$ cat src/rtl/riscv_ctrl_pkg.sv
// Shared encodings for the multicycle RV32I control unit: FSM states, opcodes,
// ALU/immediate codes and datapath mux selects.
package riscv_ctrl_pkg;

  localparam logic [3:0] FETCH    = 4'd0;
  localparam logic [3:0] DECODE   = 4'd1;
  localparam logic [3:0] MEMADR   = 4'd2;
  localparam logic [3:0] MEMREAD  = 4'd3;
  localparam logic [3:0] MEMWB    = 4'd4;
  localparam logic [3:0] MEMWRITE = 4'd5;
  localparam logic [3:0] EXECR    = 4'd6;
  localparam logic [3:0] EXECI    = 4'd7;
  localparam logic [3:0] ALUWB    = 4'd8;
  localparam logic [3:0] BEQ      = 4'd9;
  localparam logic [3:0] JAL      = 4'd10;
  localparam logic [3:0] HALT     = 4'd11;

  localparam logic [6:0] OP_LW  = 7'b0000011;
  localparam logic [6:0] OP_SW  = 7'b0100011;
  localparam logic [6:0] OP_R   = 7'b0110011;
  localparam logic [6:0] OP_I   = 7'b0010011;
  localparam logic [6:0] OP_BEQ = 7'b1100011;
  localparam logic [6:0] OP_JAL = 7'b1101111;

  localparam logic [1:0] ALUOP_ADD   = 2'b00;
  localparam logic [1:0] ALUOP_SUB   = 2'b01;
  localparam logic [1:0] ALUOP_FUNCT = 2'b10;

  localparam logic [2:0] ALU_ADD = 3'b000;
  localparam logic [2:0] ALU_SUB = 3'b001;
  localparam logic [2:0] ALU_AND = 3'b010;
  localparam logic [2:0] ALU_OR  = 3'b011;
  localparam logic [2:0] ALU_SLT = 3'b101;

  localparam logic [1:0] IMM_I = 2'b00;
  localparam logic [1:0] IMM_S = 2'b01;
  localparam logic [1:0] IMM_B = 2'b10;
  localparam logic [1:0] IMM_J = 2'b11;

  localparam logic [1:0] RES_ALU    = 2'b00;
  localparam logic [1:0] RES_MEM    = 2'b01;
  localparam logic [1:0] RES_ALUOUT = 2'b10;

  localparam logic [1:0] SRCA_PC    = 2'b00;
  localparam logic [1:0] SRCA_OLDPC = 2'b01;
  localparam logic [1:0] SRCA_RD1   = 2'b10;

  localparam logic [1:0] SRCB_RD2  = 2'b00;
  localparam logic [1:0] SRCB_IMM  = 2'b01;
  localparam logic [1:0] SRCB_FOUR = 2'b10;

  function automatic logic [1:0] imm_src_of(input logic [6:0] op);
    case (op)
      OP_SW:   return IMM_S;
      OP_BEQ:  return IMM_B;
      OP_JAL:  return IMM_J;
      default: return IMM_I;
    endcase
  endfunction

endpackage

$ cat src/rtl/alu_decoder.sv
// Combinational ALU operation decoder: ALUOp plus instruction fields to ALUControl.
module alu_decoder
  import riscv_ctrl_pkg::*;
(
  input  logic [1:0] alu_op,
  input  logic [2:0] func3,
  input  logic       op5,
  input  logic       func7_5,
  output logic [2:0] alu_control
);

  always_comb begin
    alu_control = ALU_ADD;
    case (alu_op)
      ALUOP_SUB: alu_control = ALU_SUB;
      ALUOP_FUNCT: begin
        case (func3)
          3'b000:  alu_control = (op5 & func7_5) ? ALU_SUB : ALU_ADD;
          3'b010:  alu_control = ALU_SLT;
          3'b110:  alu_control = ALU_OR;
          3'b111:  alu_control = ALU_AND;
          default: alu_control = ALU_ADD;
        endcase
      end
      default: alu_control = ALU_ADD;
    endcase
  end

endmodule

$ cat src/rtl/multicycle_controller.sv
// Moore FSM sequencing the multicycle RV32I datapath. Define RISCV_ILLEGAL_TRAP_EN
// to halt on an illegal opcode; otherwise illegal opcodes retire as NOPs.
module multicycle_controller
  import riscv_ctrl_pkg::*;
#(
  parameter logic [3:0] RESET_STATE = FETCH
) (
  input  logic       clk,
  input  logic       reset,
  input  logic [6:0] opcode,
  input  logic [2:0] func3,
  input  logic [6:0] func7,
  input  logic       Zero,
  output logic       IRWrite,
  output logic       MemWrite,
  output logic       AdrSrc,
  output logic       PCWrite,
  output logic       RegWrite,
  output logic       save,
  output logic [1:0] ResultSrc,
  output logic [1:0] ALUSrcA,
  output logic [1:0] ALUSrcB,
  output logic [1:0] ImmSrc,
  output logic [2:0] ALUControl,
  output logic       illegal_op,
  output logic       retire
);

  logic [3:0] state, state_next;
  logic       ir_write, mem_write, adr_src, pc_write, reg_write, save_en, retire_d;
  logic [1:0] result_src, src_a, src_b, alu_op;
  logic [2:0] alu_control;
  logic       unused_func7;

  assign unused_func7 = ^{func7[6], func7[4:0]};

  always_ff @(posedge clk or negedge reset) begin
    if (!reset) state <= RESET_STATE;
    else        state <= state_next;
  end

  always_comb begin
    state_next = FETCH;
    ir_write   = 1'b0;
    mem_write  = 1'b0;
    adr_src    = 1'b0;
    pc_write   = 1'b0;
    reg_write  = 1'b0;
    save_en    = 1'b0;
    retire_d   = 1'b0;
    result_src = RES_ALU;
    src_a      = SRCA_PC;
    src_b      = SRCB_RD2;
    alu_op     = ALUOP_ADD;
    case (state)
      FETCH: begin
        ir_write   = 1'b1;
        src_b      = SRCB_FOUR;
        pc_write   = 1'b1;
        state_next = DECODE;
      end
      DECODE: begin
        src_a   = SRCA_OLDPC;
        src_b   = SRCB_IMM;
        save_en = 1'b1;
        case (opcode)
          OP_LW, OP_SW: state_next = MEMADR;
          OP_R:         state_next = EXECR;
          OP_I:         state_next = EXECI;
          OP_BEQ:       state_next = BEQ;
          OP_JAL:       state_next = JAL;
          default: begin
`ifdef RISCV_ILLEGAL_TRAP_EN
            state_next = HALT;
`else
            state_next = FETCH;
            retire_d   = 1'b1;
`endif
          end
        endcase
      end
      MEMADR: begin
        src_a      = SRCA_RD1;
        src_b      = SRCB_IMM;
        save_en    = 1'b1;
        state_next = (opcode == OP_LW) ? MEMREAD : MEMWRITE;
      end
      MEMREAD: begin
        result_src = RES_ALUOUT;
        adr_src    = 1'b1;
        state_next = MEMWB;
      end
      MEMWB: begin
        result_src = RES_MEM;
        reg_write  = 1'b1;
        retire_d   = 1'b1;
      end
      MEMWRITE: begin
        result_src = RES_ALUOUT;
        adr_src    = 1'b1;
        mem_write  = 1'b1;
        retire_d   = 1'b1;
      end
      EXECR, EXECI: begin
        src_a      = SRCA_RD1;
        src_b      = (state == EXECR) ? SRCB_RD2 : SRCB_IMM;
        alu_op     = ALUOP_FUNCT;
        save_en    = 1'b1;
        state_next = ALUWB;
      end
      ALUWB: begin
        result_src = RES_ALUOUT;
        reg_write  = 1'b1;
        retire_d   = 1'b1;
      end
      BEQ: begin
        src_a      = SRCA_RD1;
        src_b      = SRCB_RD2;
        alu_op     = ALUOP_SUB;
        result_src = RES_ALUOUT;
        pc_write   = Zero;
        retire_d   = 1'b1;
      end
      JAL: begin
        // Jump target was latched in DECODE; ALU now forms OldPC+4 for the link write.
        src_a      = SRCA_OLDPC;
        src_b      = SRCB_FOUR;
        result_src = RES_ALUOUT;
        pc_write   = 1'b1;
        save_en    = 1'b1;
        state_next = ALUWB;
      end
`ifdef RISCV_ILLEGAL_TRAP_EN
      HALT: state_next = HALT;
`endif
      default: state_next = FETCH;
    endcase
  end

  alu_decoder u_alu_decoder (
    .alu_op      (alu_op),
    .func3       (func3),
    .op5         (opcode[5]),
    .func7_5     (func7[5]),
    .alu_control (alu_control)
  );

  // Every output is held low while reset is asserted, including FETCH's enables.
  assign IRWrite    = reset & ir_write;
  assign MemWrite   = reset & mem_write;
  assign AdrSrc     = reset & adr_src;
  assign PCWrite    = reset & pc_write;
  assign RegWrite   = reset & reg_write;
  assign save       = reset & save_en;
  assign retire     = reset & retire_d;
  assign ResultSrc  = reset ? result_src : 2'b00;
  assign ALUSrcA    = reset ? src_a : 2'b00;
  assign ALUSrcB    = reset ? src_b : 2'b00;
  assign ImmSrc     = reset ? imm_src_of(opcode) : 2'b00;
  assign ALUControl = reset ? alu_control : 3'b000;

`ifdef RISCV_ILLEGAL_TRAP_EN
  assign illegal_op = reset & (state == HALT);
`else
  assign illegal_op = 1'b0;
`endif

endmodule

$ cat config.mk
export PLATFORM = sky130hd
export DESIGN_NAME = multicycle_controller
export DESIGN_NICKNAME = d
export VERILOG_FILES = /design/src/rtl/riscv_ctrl_pkg.sv /design/src/rtl/alu_decoder.sv /design/src/rtl/multicycle_controller.sv
export SDC_FILE = /design/constraint.sdc
export NUM_CORES = 1
export LEC_CHECK = 0
export CORE_AREA = 2 2 44 50
export DETAILED_ROUTE_END_ITERATION = 10
export DIE_AREA = 0 0 46 52
export PLACE_DENSITY_LB_ADDON = 0.1
export SLEW_MARGIN = 15
export SYNTH_ARGS = -nofsm -noshare
export SYNTH_HDL_FRONTEND = slang
export SYNTH_SLANG_ARGS = --single-unit
$ cat constraint.sdc
create_clock -name clk -period 2.4 [get_ports clk]
set_input_delay 0.48 -clock clk [delete_from_list [all_inputs] [get_ports clk]]
set_output_delay 0.48 -clock clk [all_outputs]
set_load 0.1 [all_outputs]
==> summary.md, run 1 <==
| Metric | Value |
|---|---|
| Status | `complete, no violations` |
| Power per standard cell area | `679 mW/mm^2` |
| Min Hold Slack | `between 500 and 600 ps` |
| Post-synth net total | `around 120` |
| Leading cell type in the layout, fill and taps excluded | `buf_12` |
| Cell internal pwr | `about 0.42 mW` |
| Seq pwr share | `0.091` |
| Tcrit/Tclk final | `0.972` |
| DR vias/cell | `around 5.7` |
| Hold Vio Cnt, Final | `0` |
| Max-cap violations | `0` |
| Final design utilization | `0.706` |
| H-tree lvl count | `1` |
| Worst setup path class | `in -> out` |
| Skew final | `~4.6 ps` |
| Clk_lat worst skew | `about 250 ps` |
| Switching power | `0.502 mW` |
| Sequential fraction of the synthesis area | `0.144` |
| I/O Buffers | `31` |
| DP HPWL | `1.70 mm` |
| Vias in the first global route | `784` |
| Drt first pass iters | `4` |
| Num CTS Buffers | `3` |
| CTS tree | `done` |
| Core Rows | `17` |
| CTS root buf | `clkbuf_4` |
| Total leakage power | `0.551 nW` |
| Cells after Synth | `95` |
| Die Wd | `46 um` |
| Initial DRC count | `26` |
| Post-route ant nets | `0` |
| # nets final | `159` |
| Grt total ovfl | `0` |
| Clock sink count | `4` |
| Area grow syn2layout | `94.6%` |
| Worst slack, placed | `63.0 ps` |
| IO Pins | `39` |
| Fmax | `0.429 GHz` |
| CP required | `1920 ps` |
| Detailed Route WL | `2.07 mm` |
| Post-CTS resize count | `0` |
| Syn_area_per_cell | `7.31 um^2` |
| Overall power | `0.917 mW` |
| Vias | `879` |
| Crit. End Element | `primary output` |
| Ys Warns | `0` |
| Dpl cells | `approximately 150` |
| Most frequent cells in the layout | `18 x buf_12, 13 x clkdlybuf4s50_1, 13 x buf_4` |
| Initial core utilization | `0.363` |
| RSZ-0062 raised after global routing | `no` |
| Most used DFF post-synth | `dfrtp_1` |
| Peak VDD IR | `0.460 mV` |
| Biggest regs | `state: 4 flops` |
| Die Height | `52 um` |
| Layout cells sized above 1 | `0.378` |
| HP Class | `in -> async` |
| Synthesized area | `slightly below 700 um^2` |
| Post-Layout Cell Count | `154` |
| Final Max Slew Viols | `0` |
| Buffer count from post-CTS setup fixing | `0` |
| Comb pwr share | `0.813` |
| Clock share of power | `0.097` |
| Switching share of total power | `0.548` |
| DIE AREA | `0.00239 mm^2` |
| Crit path DAT | `roughly 1900 ps` |
| # diodes | `0` |
| Hold-fix buffers, CTS | `0` |
| GRT Total Usage | `0.189` |
| Worst-path maximum fanout | `4` |
| Avg WL per Cell | `13.4 um` |
| Min cycle time layout | `2330 ps` |
| Max FFs per register | `4` |
| CTS max path bufs | `2` |
| Post-synth EDFFs | `0` |
| Cell variety after synth | `43` |
| Largest net degree at the start of global routing | `17` |
| Core area | `0.00191 mm^2` |
| DRC viols | `0` |
| Worst setup margin | `about 68 ps` |
| First-pass GRT wire length | `3.34 mm` |
| Fraction of registers with async set or reset after synthesis | `1.00` |
| Routability cong. | `0.762` |
| Setup violators final | `0` |
| Setup crit start kind | `input pin` |
| Yosys reg bits | `4` |
| Most flops, register | `state` |
| Initial antenna violation count | `0` |
| Clock Pin Slew Worst Setup and Hold Paths | `40 ps` |
[cells by family after synthesis]
group	share of synthesized area
AO/OA/AOI/OAI	0.200
XOR/XNOR	0.0505
adder cells (fa/ha/maj)	0.0360
buffers and inverters	0.104
flip-flops	0.144
multiplexers	0.0144
other	0.00540
AND/OR/NAND/NOR	0.445
[cell type report]
type | instances | area [um^2]
inverters | 7 | 26.3
fillers | 144 | 563
repair buffers | 44 | 588
flip-flops and latches | 4 | 100
well taps | 19 | 23.8
clock buffers | 3 | 22.5
multi-input cells | 77 | 591
[synthesized netlist by cell type, types with 2 or more instances]
cell,count,share of area
xor2_1,2,0.025
ha_1,2,0.036
nor2b_1,5,0.045
and4_1,2,0.025
a31oi_1,2,0.018
nand2b_1,5,0.045
inv_1,4,0.022
and2_1,2,0.018
buf_4,2,0.022
dfrtp_1,4,0.14
buf_2,4,0.029
xnor2_1,2,0.025
nor3b_1,2,0.022
nor3_1,3,0.022
a21oi_1,8,0.058
nor2_1,9,0.049
and3_1,2,0.018
a31o_1,2,0.025
o21ai_0,2,0.014
nand2_1,3,0.016
nand3b_1,4,0.043
and3b_1,2,0.025
inv_2,2,0.011
[worst paths after layout]
check	from	end	slack, ps	cells after the start
min reg2reg	state[0]$_DFF_PN0_	state[0]$_DFF_PN0_	710	2
max reg2reg	state[1]$_DFF_PN0_	state[3]$_DFF_PN0_	1200	3
max	opcode[6]	ImmSrc[0]	70	5
min in group clk	state[0]$_DFF_PN0_	state[0]$_DFF_PN0_	710	2
max in group asynchronous	reset	state[3]$_DFF_PN0_	1690	2
min	reset	state[2]$_DFF_PN0_	600	2
[per-layer routing]
| metal | part of all wire | vias to the layer above | global-route usage |
|---|---|---|---|
| met5 | 0 | - | 0 |
| met4 | 0.016 | 0 | 0.0857 |
| met3 | 0.042 | 5 | 0.0139 |
| met2 | 0.55 | 35 | 0.345 |
| met1 | 0.39 | 413 | 0.214 |
| li1 | - | 426 | - |
[per-stage QoR]
step | setup TNS, ps | instance area (um^2)
finish | 0 | 1350
global placement | 0 | 1320
CTS | 0 | 1350
detailed placement | 0 | 1320
floorplan | -1720 | 758
global route | 0 | 1350
[power groups by stage]
| stage | logic [mW] | registers, mW | clock network [mW] |
|---|---|---|---|
| 4_1_cts | 0.744 | 0.0841 | 0.0854 |
| 5_1_grt | 0.771 | 0.0842 | 0.0908 |
| 6_report | 0.745 | 0.0834 | 0.0886 |
| 2_1_floorplan | 0.492 | 0.0817 | 0 |
| 3_5_place_dp | 0.742 | 0.0847 | 0 |
| 3_3_place_gp | 0.731 | 0.0832 | 0 |
[critical path, stage by stage]
cell,delay (ps)
clkdlybuf4s50_1,540
and3b_1,230
a31oi_1,180
nor3_4,230
buf_12,200
Note: power is estimated with default switching activity, not from simulation.
==> run 2, diff against run 1 <==
Settings changed: HOLD_SLACK_MARGIN from default to 0.08.
==> results of run 2 <==
Final layout, timing and power as in run 1 (identical DEF).
==> run 3, diff against run 2 <==
Settings changed: CORE_AREA 2 2 44 50 to 3 3 45 51, DIE_AREA 0 0 46 52 to 0 0 48 54.
==> run 3 against run 2 <==
  * Via count fell by 7.8%
  * Largest cell class unchanged
  * Largest power group unchanged
  * Power fell by 0.96%
  * Setup slack improved by 42 ps
==> summary.md, run 3 (synthesis gave the netlist of run 1 again) <==
| Metric | Value |
|---|---|
| Post-route ant nets | `0 (unchanged)` |
| Register area | `100 um^2 (unchanged)` |
| Hold-fix buffers, CTS | `0 (unchanged)` |
| Die Wd | `48 um (was 46 um)` |
| Crit. End Element | `primary output (unchanged)` |
| Num CTS Buffers | `3 (unchanged)` |
| Leading cell type in the layout, fill and taps excluded | `buf_12 (unchanged)` |
| Initial core utilization | `0.385 (was 0.363)` |
| Worst-path maximum fanout | `3 (was 4)` |
| Peak VDD IR | `0.511 mV (was 0.460 mV)` |
| Detailed Route WL | `1.93 mm (was 2.07 mm)` |
| RR Startpoint | `state[1]$_DFF_PN0_ (unchanged)` |
| Critical path, cell by cell | `clkdlybuf4s50_1 -> or3_1 -> o211ai_1 -> o32ai_2 -> buf_12 (was clkdlybuf4s50_1 -> and3b_1 -> a31oi_1 -> nor3_4 -> buf_12)` |
| Core area | `0.00180 mm^2 (was 0.00191 mm^2)` |
| RR Endpoint | `state[3]$_DFF_PN0_ (unchanged)` |
| Grt total ovfl | `0 (unchanged)` |
| I/O Buffers | `31 (unchanged)` |
| CTS tree | `done (unchanged)` |
| Skew final | `0.261 ps (was 4.65 ps)` |
| Layout cells sized above 1 | `0.378 (unchanged)` |
| Drt first pass iters | `4 (unchanged)` |
| Fmax | `0.437 GHz (was 0.429 GHz)` |
| Most flops, register | `state (unchanged)` |
| Total leakage power | `0.560 nW (was 0.551 nW)` |
| Initial antenna violation count | `0 (unchanged)` |
| Most frequent cells in the layout | `18 x buf_12, 13 x buf_4, 12 x clkdlybuf4s50_1 (was 18 x buf_12, 13 x clkdlybuf4s50_1, 13 x buf_4)` |
| DRC viols | `0 (unchanged)` |
| Cell family with most CP delay | `buffers and inverters (unchanged)` |
| Worst setup path class | `in -> out (unchanged)` |
| Slowest-stage cell, CP | `clkdlybuf4s50_1 (unchanged)` |
| Avg WL per Cell | `12.6 um (was 13.4 um)` |
| Setup violators final | `0 (unchanged)` |
| H-tree lvl count | `1 (unchanged)` |
| CTS max path bufs | `2 (unchanged)` |
| HP Class | `in -> async (unchanged)` |
| Max FFs per register | `4 (unchanged)` |
| Power per standard cell area | `672 mW/mm^2 (was 679 mW/mm^2)` |
| Clock sink count | `4 (unchanged)` |
| Die Height | `54 um (was 52 um)` |
| Area grow syn2layout | `94.8% (was 94.6%)` |
| CTS root buf | `clkbuf_4 (unchanged)` |
| IO Pins | `39 (unchanged)` |
| Max-cap violations | `0 (unchanged)` |
| Critical Path Max Stage Delay | `440 ps (was 540 ps)` |
| Vias in the first global route | `801 (was 784)` |
| Routability cong. | `0.798 (was 0.762)` |
| Buf/Inv on CP | `2 (unchanged)` |
| Overall power | `0.909 mW (was 0.917 mW)` |
| DP HPWL | `1.65 mm (was 1.70 mm)` |
| Biggest regs | `state: 4 flops (unchanged)` |
| CP required | `1920 ps (about the same)` |
| Largest net degree at the start of global routing | `17 (unchanged)` |
| Worst R2R Setup Slack | `1240 ps (was 1200 ps)` |
| RSZ-0062 raised after global routing | `no (unchanged)` |
| Layout filler cell count | `129 (was 144)` |
| Final Max Slew Viols | `0 (unchanged)` |
| Clock Pin Slew Worst Setup and Hold Paths | `40 ps (about the same)` |
| R2r worst-path depth | `3 (unchanged)` |
| Crit path DAT | `1810 ps (was 1850 ps)` |
| Vias | `810 (was 879)` |
| Status | `complete, no violations (unchanged)` |
| Hold Vio Cnt, Final | `0 (unchanged)` |
| Footprint of the multi-input gates | `591 um^2 (unchanged)` |
| Setup TNS Final | `0 ps (unchanged)` |
| Min cycle time layout | `2290 ps (was 2330 ps)` |
| DR vias/cell | `5.29 (was 5.71)` |
| Post-CTS resize count | `0 (unchanged)` |
| Buffer count from post-CTS setup fixing | `0 (unchanged)` |
| Clk_lat worst skew | `240 ps (was 250 ps)` |
| DIE AREA | `0.00259 mm^2 (was 0.00239 mm^2)` |
| Core Rows | `16 (was 17)` |
| Final design utilization | `0.751 (was 0.706)` |
| # diodes | `0 (unchanged)` |
| Initial DRC count | `13 (was 26)` |
| Setup crit start kind | `input pin (unchanged)` |
| # nets final | `159 (unchanged)` |
| GRT Total Usage | `0.178 (was 0.189)` |
| First-pass GRT wire length | `3.26 mm (was 3.34 mm)` |
| Tcrit/Tclk final | `0.955 (was 0.972)` |
## run 3: cell types whose count changed in the layout (fill, tap and decap cells not counted)
cell             delta
dlymetal6s2s_1      +1
clkdlybuf4s50_1     -1
## run 3: cell type report
| class | count | area share |
|---|---|---|
| inverters | 7 | 0.0194 |
| flip-flops and latches | 4 | 0.0740 |
| multi-input cells | 77 | 0.437 |
| well taps | 18 | 0.0167 |
| repair buffers | 44 | 0.437 |
| clock buffers | 3 | 0.0167 |
## run 3: worst max-delay path by stage
stage / start / end / slack, ps / cells after the start
2_1_floorplan: reset / IRWrite / -430 / 4
3_3_place_gp: opcode[6] / retire / 90 / 5
3_5_place_dp: opcode[6] / retire / 60 / 5
4_1_cts: state[3]$_DFF_PN0_ / ALUControl[0] / 40 / 7
5_1_grt: state[3]$_DFF_PN0_ / ALUControl[0] / 20 / 7
6_report: opcode[3] / retire / 110 / 5
## run 3: worst reg2reg max path, delay by kind of cell (launching register included)
kind | cells | cell delay, ps
buffers and inverters | 1 | 210
AOI/OAI and AO/OA | 1 | 180
and+or+nand+nor | 1 | 320
DFF | 1 | 400
## run 3: through the flow
step	cell area (um^2)	instances	setup slack, ps	hold WS, ps
after floorplan	758	95	-425	184
after global placement	1320	150	87.7	666
after detailed placement	1320	150	57.1	674
after CTS	1350	153	38.0	579
after global routing	1350	153	16.6	589
final	1350	153	109	583
## run 3: where the power goes
group,total (mW),internal (mW),switching [mW]
Combinational,0.740,0.281,0.460
Clock,0.0850,0.0560,0.0289
Sequential,0.0833,0.0780,0.00535
Total,0.909,0.415,0.494
## run 3: routing by layer
layer  vias to the layer above  GRT usage  wire length, um
li1                        419          -                -
met1                       364      0.190              787
met2                        23      0.324             1040
met3                         4     0.0134               61
met4                         0      0.108               48
met5                         -          0                0
